File: src/rtl/rv_enc_pkg.sv
// Shared types and constants for the RV32I instruction encoder.
// Also used by the maindec/aludec tests.
package rv_enc_pkg;

    typedef enum logic [2:0] {
        FMT_R = 3'd0,
        FMT_I = 3'd1,
        FMT_S = 3'd2,
        FMT_B = 3'd3,
        FMT_J = 3'd4,
        FMT_U = 3'd5
    } fmt_e;

    localparam logic [6:0] OP_R      = 7'b0110011;
    localparam logic [6:0] OP_IMM    = 7'b0010011;
    localparam logic [6:0] OP_LOAD   = 7'b0000011;
    localparam logic [6:0] OP_STORE  = 7'b0100011;
    localparam logic [6:0] OP_BRANCH = 7'b1100011;
    localparam logic [6:0] OP_JAL    = 7'b1101111;
    localparam logic [6:0] OP_LUI    = 7'b0110111;

    localparam logic [31:0] NOP_INSTR = 32'h0000_0013;

    typedef struct packed {
        logic [2:0]  fmt;
        logic [6:0]  op;
        logic [4:0]  rd;
        logic [4:0]  rs1;
        logic [4:0]  rs2;
        logic [2:0]  funct3;
        logic        funct7b5;
        logic [31:0] imm;
    } enc_fields_t;

    // slli/srli/srai carry funct7 in the upper immediate bits
    function automatic logic is_shift_imm(
        input logic [6:0] op,
        input logic [2:0] funct3
    );
        return (op == OP_IMM) &&
               ((funct3 == 3'b001) || (funct3 == 3'b101));
    endfunction

endpackage

File: src/rtl/rv_imm_pack.sv
// Combinational field packer: format + fields -> RV32I word.
// ENC_IMM_CHECK_EN adds an immediate range check.
module rv_imm_pack
    import rv_enc_pkg::*;
(
    input  logic [2:0]  fmt_i,
    input  logic [6:0]  op_i,
    input  logic [4:0]  rd_i,
    input  logic [4:0]  rs1_i,
    input  logic [4:0]  rs2_i,
    input  logic [2:0]  funct3_i,
    input  logic        funct7b5_i,
    input  logic [31:0] imm_i,
    output logic [31:0] instr_o,
    output logic        rsvd_o,
    output logic        imm_bad_o
);

    logic [6:0] f7;

    assign f7 = {1'b0, funct7b5_i, 5'b0};

    always_comb begin
        instr_o = NOP_INSTR;
        rsvd_o  = 1'b0;
        case (fmt_i)
            FMT_R: begin
                instr_o = {f7, rs2_i, rs1_i, funct3_i,
                           rd_i, op_i};
            end
            FMT_I: begin
                if (is_shift_imm(op_i, funct3_i)) begin
                    instr_o = {f7, imm_i[4:0], rs1_i,
                               funct3_i, rd_i, op_i};
                end else begin
                    instr_o = {imm_i[11:0], rs1_i,
                               funct3_i, rd_i, op_i};
                end
            end
            FMT_S: begin
                instr_o = {imm_i[11:5], rs2_i, rs1_i,
                           funct3_i, imm_i[4:0], op_i};
            end
            FMT_B: begin
                instr_o = {imm_i[12], imm_i[10:5], rs2_i,
                           rs1_i, funct3_i, imm_i[4:1],
                           imm_i[11], op_i};
            end
            FMT_J: begin
                instr_o = {imm_i[20], imm_i[10:1], imm_i[11],
                           imm_i[19:12], rd_i, op_i};
            end
            FMT_U: begin
                instr_o = {imm_i[31:12], rd_i, op_i};
            end
            default: begin
                instr_o = NOP_INSTR;
                rsvd_o  = 1'b1;
            end
        endcase
    end

`ifdef ENC_IMM_CHECK_EN
    logic sx12;
    logic sx13;
    logic sx21;

    // the bits above the field must all equal its sign bit
    assign sx12 = (imm_i[31:11] == '0) || (imm_i[31:11] == '1);
    assign sx13 = (imm_i[31:12] == '0) || (imm_i[31:12] == '1);
    assign sx21 = (imm_i[31:20] == '0) || (imm_i[31:20] == '1);

    always_comb begin
        imm_bad_o = 1'b0;
        case (fmt_i)
            FMT_I:   imm_bad_o = !sx12;
            FMT_S:   imm_bad_o = !sx12;
            FMT_B:   imm_bad_o = !sx13 || imm_i[0];
            FMT_J:   imm_bad_o = !sx21 || imm_i[0];
            FMT_U:   imm_bad_o = (imm_i[11:0] != 12'h000);
            default: imm_bad_o = 1'b0;
        endcase
    end
`else
    assign imm_bad_o = 1'b0;
`endif

endmodule

File: src/rtl/rv_instr_encoder.sv
// Two-stage valid/ready RV32I encoder streaming words with addresses.
// ENC_IMM_CHECK_EN enables the sticky imm_err range check.
module rv_instr_encoder
    import rv_enc_pkg::*;
#(
    parameter int ADDR_W    = 6,
    parameter int BASE_ADDR = 0
) (
    input  logic              clk,
    input  logic              reset,
    input  logic              restart,
    input  logic              in_valid,
    output logic              in_ready,
    input  logic [2:0]        in_fmt,
    input  logic [6:0]        in_op,
    input  logic [4:0]        in_rd,
    input  logic [4:0]        in_rs1,
    input  logic [4:0]        in_rs2,
    input  logic [2:0]        in_funct3,
    input  logic              in_funct7b5,
    input  logic [31:0]       in_imm,
    output logic              out_valid,
    input  logic              out_ready,
    output logic [31:0]       out_instr,
    output logic [ADDR_W-1:0] out_addr,
    output logic              err,
    output logic              imm_err
);

    localparam logic [ADDR_W-1:0] BASE = ADDR_W'(BASE_ADDR);

    enc_fields_t       s1_q;
    enc_fields_t       s1_d;
    logic              s1_valid_q;
    logic              s2_valid_q;
    logic [31:0]       instr_q;
    logic [ADDR_W-1:0] cnt_q;
    logic              err_q;

    logic              s2_free;
    logic              s1_free;
    logic              in_fire;
    logic              s1_fire;
    logic              out_fire;

    logic [31:0]       enc_instr;
    logic              enc_rsvd;
    logic              imm_bad;

    assign s2_free  = !s2_valid_q || out_ready;
    assign s1_free  = !s1_valid_q || s2_free;
    assign in_ready = s1_free && !restart && !reset;

    assign in_fire  = in_valid && in_ready;
    assign s1_fire  = s1_valid_q && s2_free;
    assign out_fire = s2_valid_q && out_ready;

    always_comb begin
        s1_d          = s1_q;
        s1_d.fmt      = in_fmt;
        s1_d.op       = in_op;
        s1_d.rd       = in_rd;
        s1_d.rs1      = in_rs1;
        s1_d.rs2      = in_rs2;
        s1_d.funct3   = in_funct3;
        s1_d.funct7b5 = in_funct7b5;
        s1_d.imm      = in_imm;
    end

    rv_imm_pack u_pack (
        .fmt_i      (s1_q.fmt),
        .op_i       (s1_q.op),
        .rd_i       (s1_q.rd),
        .rs1_i      (s1_q.rs1),
        .rs2_i      (s1_q.rs2),
        .funct3_i   (s1_q.funct3),
        .funct7b5_i (s1_q.funct7b5),
        .imm_i      (s1_q.imm),
        .instr_o    (enc_instr),
        .rsvd_o     (enc_rsvd),
        .imm_bad_o  (imm_bad)
    );

    always_ff @(posedge clk) begin
        if (reset) begin
            s1_valid_q <= 1'b0;
            s2_valid_q <= 1'b0;
            instr_q    <= '0;
            cnt_q      <= BASE;
            err_q      <= 1'b0;
        end else if (restart) begin
            // a sink handshake this cycle completes but is not counted
            s1_valid_q <= 1'b0;
            s2_valid_q <= 1'b0;
            cnt_q      <= BASE;
            err_q      <= 1'b0;
        end else begin
            if (s1_free) begin
                s1_valid_q <= in_fire;
            end
            if (in_fire) begin
                s1_q <= s1_d;
            end
            if (s2_free) begin
                s2_valid_q <= s1_valid_q;
            end
            if (s1_fire) begin
                instr_q <= enc_instr;
                err_q   <= err_q || enc_rsvd;
            end
            if (out_fire) begin
                cnt_q <= cnt_q + 1'b1;
            end
        end
    end

`ifdef ENC_IMM_CHECK_EN
    logic imm_err_q;

    always_ff @(posedge clk) begin
        if (reset || restart) begin
            imm_err_q <= 1'b0;
        end else if (s1_fire && imm_bad) begin
            imm_err_q <= 1'b1;
        end
    end

    assign imm_err = imm_err_q;
`else
    logic unused_imm_bad;

    assign unused_imm_bad = imm_bad;
    assign imm_err        = 1'b0;
`endif

    assign out_valid = s2_valid_q;
    assign out_instr = instr_q;
    assign out_addr  = cnt_q;
    assign err       = err_q;

endmodule

File: config.mk
export PLATFORM = sky130hd
export DESIGN_NAME = rv_instr_encoder
export DESIGN_NICKNAME = d
export VERILOG_FILES = /design/src/rtl/rv_enc_pkg.sv /design/src/rtl/rv_imm_pack.sv /design/src/rtl/rv_instr_encoder.sv
export SDC_FILE = /design/constraint.sdc
export NUM_CORES = 1
export LEC_CHECK = 0
export BUFFER_PORTS_ARGS = -buffer_cell sky130_fd_sc_hd__clkbuf_2
export CAP_MARGIN = 20
export CORE_MARGIN = 5
export CORE_UTILIZATION = 35
export DETAILED_ROUTE_END_ITERATION = 12
export HOLD_SLACK_MARGIN = 0.12
export SLEW_MARGIN = 0
export SYNTH_ARGS = -nofsm -noshare
export SYNTH_HDL_FRONTEND = slang
export SYNTH_SLANG_ARGS = --single-unit
export TNS_END_PERCENT = 30
File: constraint.sdc
create_clock -name clk -period 4.3 [get_ports clk]
set_input_delay 0.215 -clock clk [delete_from_list [all_inputs] [get_ports clk]]
set_output_delay 0.215 -clock clk [all_outputs]
set_load 0.01 [all_outputs]
==> flow_metrics.env <==
export IMPL_cts_resized_gates=0
export IMPL_relSlewSlack=0.2884
export IMPL_areaGrowthSynthToFinish_pct=38.96
export IMPL_first_pass_iters=4
export IMPL_end_kind="flip-flop"
export IMPL_nets=536
export IMPL_row_count=38
export IMPL_tightest_slew_ps=1067
export IMPL_synth_cell_types=40
export IMPL_die_w_um=115.9
export IMPL_root_buffer="clkbuf_16"
export IMPL_final_layout_size_suffix_gt1_frac=0.2785
export IMPL_clk_latency_ps=340
export IMPL_grt_pass1_wl_um=15020
export IMPL_critPathLaunchType="input pin"
export IMPL_core_area_sq_mm=0.01094
export IMPL_cts_setup_buffers=0
export IMPL_first_iter_violations=151
export IMPL_critPathRequiredTime_ps=4270
export IMPL_h_tree_depth=3
export IMPL_ir_drop_mv=0.2396
export IMPL_place_hpwl_um=6479
export IMPL_groute_usage_overall=0.1452
export IMPL_cts_tree="yes"
export IMPL_design_area_sq_mm=0.005458
export IMPL_cts_buffers=9
export IMPL_reg2reg_slack_ps=2140
export IMPL_routed_wl_um=9684
export IMPL_finalSetupViolCount=0
export IMPL_seq_area_frac_synth=0.6754
export IMPL_die_h_um=115.9
export IMPL_cts_clk_slew_worst_paths_ps=70
export IMPL_cap_violations=0
export IMPL_r2r_start="s1_q[60]"
export IMPL_wl_per_cell_um=15.77
export IMPL_place_area_sq_mm=0.004553
export IMPL_hp_class="in -> reg"
export IMPL_r2r_cells=4
export IMPL_cts_path_max_buffers=2
export IMPL_drc=0
export IMPL_gp_congestion=0.7946
export IMPL_setup_tns_final_ps=0
export IMPL_final_hold_viol_count=0
export IMPL_p_per_area_mw_per_mm2=364.1
export IMPL_maxSlewViolCount=0
export IMPL_num_io_pins=108
export IMPL_grt_overflow_total=0
export IMPL_portBuffers=106
export IMPL_yosys_warnings=0
export IMPL_fin_crit_ps=2215
export IMPL_syn_nets=377
export IMPL_antenna_found_initial=0
export IMPL_initial_core_util=0.3592
export IMPL_cts_sink_count=102
export IMPL_rsz0062_at_grt="false"
export IMPL_synth_area_sq_mm=0.003928
export IMPL_ys_ff_latch=102
export IMPL_diodes=0
export IMPL_reg2reg_to="out_instr[31]"
export IMPL_startpoint="reset"
export IMPL_grt_max_degree=62
export IMPL_fmax_ghz=0.4516
export IMPL_fin_crit_sh=0.5150
export IMPL_status="complete, no violations"
export IMPL_crit_fanout=61
export IMPL_p_leak_nw=2.122
export IMPL_syn_area_per_cell_sq_um=12.67
export IMPL_cp_endpoint="s1_q[5]"
export IMPL_num_vias=2961
export IMPL_syn_inst=310
export IMPL_die_area_sq_mm=0.01344
export IMPL_fin_worst_skew_ps=6.124
export IMPL_grt_pass1_vias=3042
export IMPL_viasPerCell=4.822
export IMPL_critPathKind="in -> reg"
export IMPL_ant_nets=0
export IMPL_crit_arrival_ps=2190
export IMPL_fillers=978
[repair_timing]
item                                    in CTS  in global routing
endpoints found under the hold margin       62                  0
endpoints found under the setup margin       0                  0
hold buffers                                62                  0
[placed cells by master, fill, tap and decap left out, drive strengths merged, types with 4 or more instances in the layout]
| cell type | Yosys | final |
|---|---|---|
| a21oi | 13 | 13 |
| nand2b | 6 | 6 |
| mux2i | 13 | 13 |
| a311oi | 7 | 7 |
| a22oi | 9 | 9 |
| dlygate4sd3 | 0 | 62 |
| nand3b | 5 | 5 |
| a221oi | 13 | 13 |
| nand3 | 8 | 8 |
| nand2 | 11 | 11 |
| o2bb2ai | 10 | 10 |
| inv | 4 | 6 |
| clkbuf | 12 | 115 |
| dfxtp | 41 | 41 |
| nor2b | 4 | 4 |
| xor2 | 4 | 4 |
| nor2 | 32 | 32 |
| nor3 | 17 | 17 |
| o21ai | 7 | 7 |
| clkinv | 0 | 4 |
| edfxtp | 61 | 61 |
[sequential cells by signal (all words and copies together) (netlist names)]
register and cells:
s1_q 61, out_addr 6, s1_valid_q 1, out_instr 32, err 1, out_valid 1
[cell type report]
type	instances	area, sq um	area share
Inverter	4	15.01	0.002751
Clock buffer	9	225.2	0.04127
Tap cell	140	175.2	0.03210
Sequential cell	102	2653	0.4860
Timing Repair Buffer	171	1174	0.2150
Multi-Input combinational cell	181	1157	0.2121
Clock inverter	7	58.81	0.01077
[layer usage]
layer  wire [um]  share of wire  up-vias  track usage
met3         720          0.074       14      0.04125
met2        4605           0.48       93       0.2390
met5           0              0        -            0
met1        4205           0.43     1370       0.1847
li1            -              -     1484            -
met4         153          0.016        0      0.04872
[cells in the mapped netlist]
cell | instances | share of area
nor2_1 | 32 | 0.031
and3b_1 | 1 | 0.0022
edfxtp_1 | 61 | 0.47
a221o_1 | 1 | 0.0025
buf_6 | 1 | 0.0029
nand2_1 | 11 | 0.011
buf_4 | 1 | 0.0019
inv_1 | 3 | 0.0029
or3_1 | 1 | 0.0016
xnor2_1 | 1 | 0.0022
nand3_1 | 8 | 0.010
o21ai_0 | 7 | 0.0089
or4_1 | 1 | 0.0019
nor4bb_1 | 1 | 0.0025
conb_1 | 1 | 0.00095
a311oi_1 | 7 | 0.016
buf_2 | 9 | 0.011
mux2i_1 | 13 | 0.033
inv_2 | 1 | 0.00095
nand2b_1 | 6 | 0.0096
mux2_2 | 1 | 0.0029
a221oi_1 | 13 | 0.029
a21oi_1 | 13 | 0.017
o2bb2ai_1 | 10 | 0.022
and2_1 | 3 | 0.0048
and3_1 | 3 | 0.0048
nand3b_1 | 5 | 0.0096
or2_2 | 1 | 0.0016
nor2b_1 | 3 | 0.0048
ha_1 | 1 | 0.0032
a22oi_1 | 9 | 0.017
nor3_1 | 17 | 0.022
nand4_1 | 2 | 0.0032
clkbuf_1 | 12 | 0.011
nor4_2 | 1 | 0.0032
a31oi_1 | 2 | 0.0032
nor2b_2 | 1 | 0.0022
o22ai_1 | 1 | 0.0016
dfxtp_1 | 41 | 0.21
xor2_1 | 4 | 0.0089
[worst min path at each step]
stage,startpoint,to,slack (ps),cells after the start
4_1_cts,out_ready,out_valid,210,3
3_3_place_gp,in_imm[7],s1_q[7],390,1
2_1_floorplan,in_imm[0],s1_q[0],310,0
5_1_grt,out_ready,out_valid,240,3
6_report,out_ready,out_valid,230,3
3_5_place_dp,in_imm[0],s1_q[0],390,1
[cell families (layout without fill, tap and decap cells)]
kind of cell,Yosys count,in the layout,share of synthesized area
DFF,102,102,0.6754
and+or+nand+nor,97,97,0.1249
AOI/OAI and AO/OA,63,63,0.1169
buffers and inverters,27,191,0.03154
muxes,14,14,0.03600
xor gates and xnor gates,5,5,0.01115
adders and majority gates,1,1,0.003185
other,1,1,0.0009548
[report_power, final]
group / internal, mW / total [mW] / leakage, nW / switching (mW)
registers: 1.06 / 1.08 / 0.892 / 0.0153
logic: 0.0817 / 0.145 / 1.09 / 0.0638
clock network: 0.400 / 0.764 / 0.138 / 0.363
total: 1.54 / 1.99 / 2.12 / 0.443
[per-stage QoR]
stage | util | power, mW | std cells | worst slack [ps] | hold WS, ps
floorplan | - | 1.148 | 310 | 1317 | 313.9
global placement | 0.4164 | 1.199 | 536 | 1822 | 393.1
detailed placement | 0.4164 | 1.201 | 536 | 1719 | 393.6
CTS | 0.4991 | 2.008 | 614 | 2076 | 212.8
global route | 0.4991 | 2.065 | 614 | 1903 | 243.1
finish | 0.4991 | 1.987 | 614 | 2085 | 225.3
[critical path, cell delays in order]
cell	delay, ps
clkbuf_2	400
or2_2	530
a21oi_1	220
and2_2	170
buf_4	600
No activity file was read; power rests on OpenSTA's default activity.
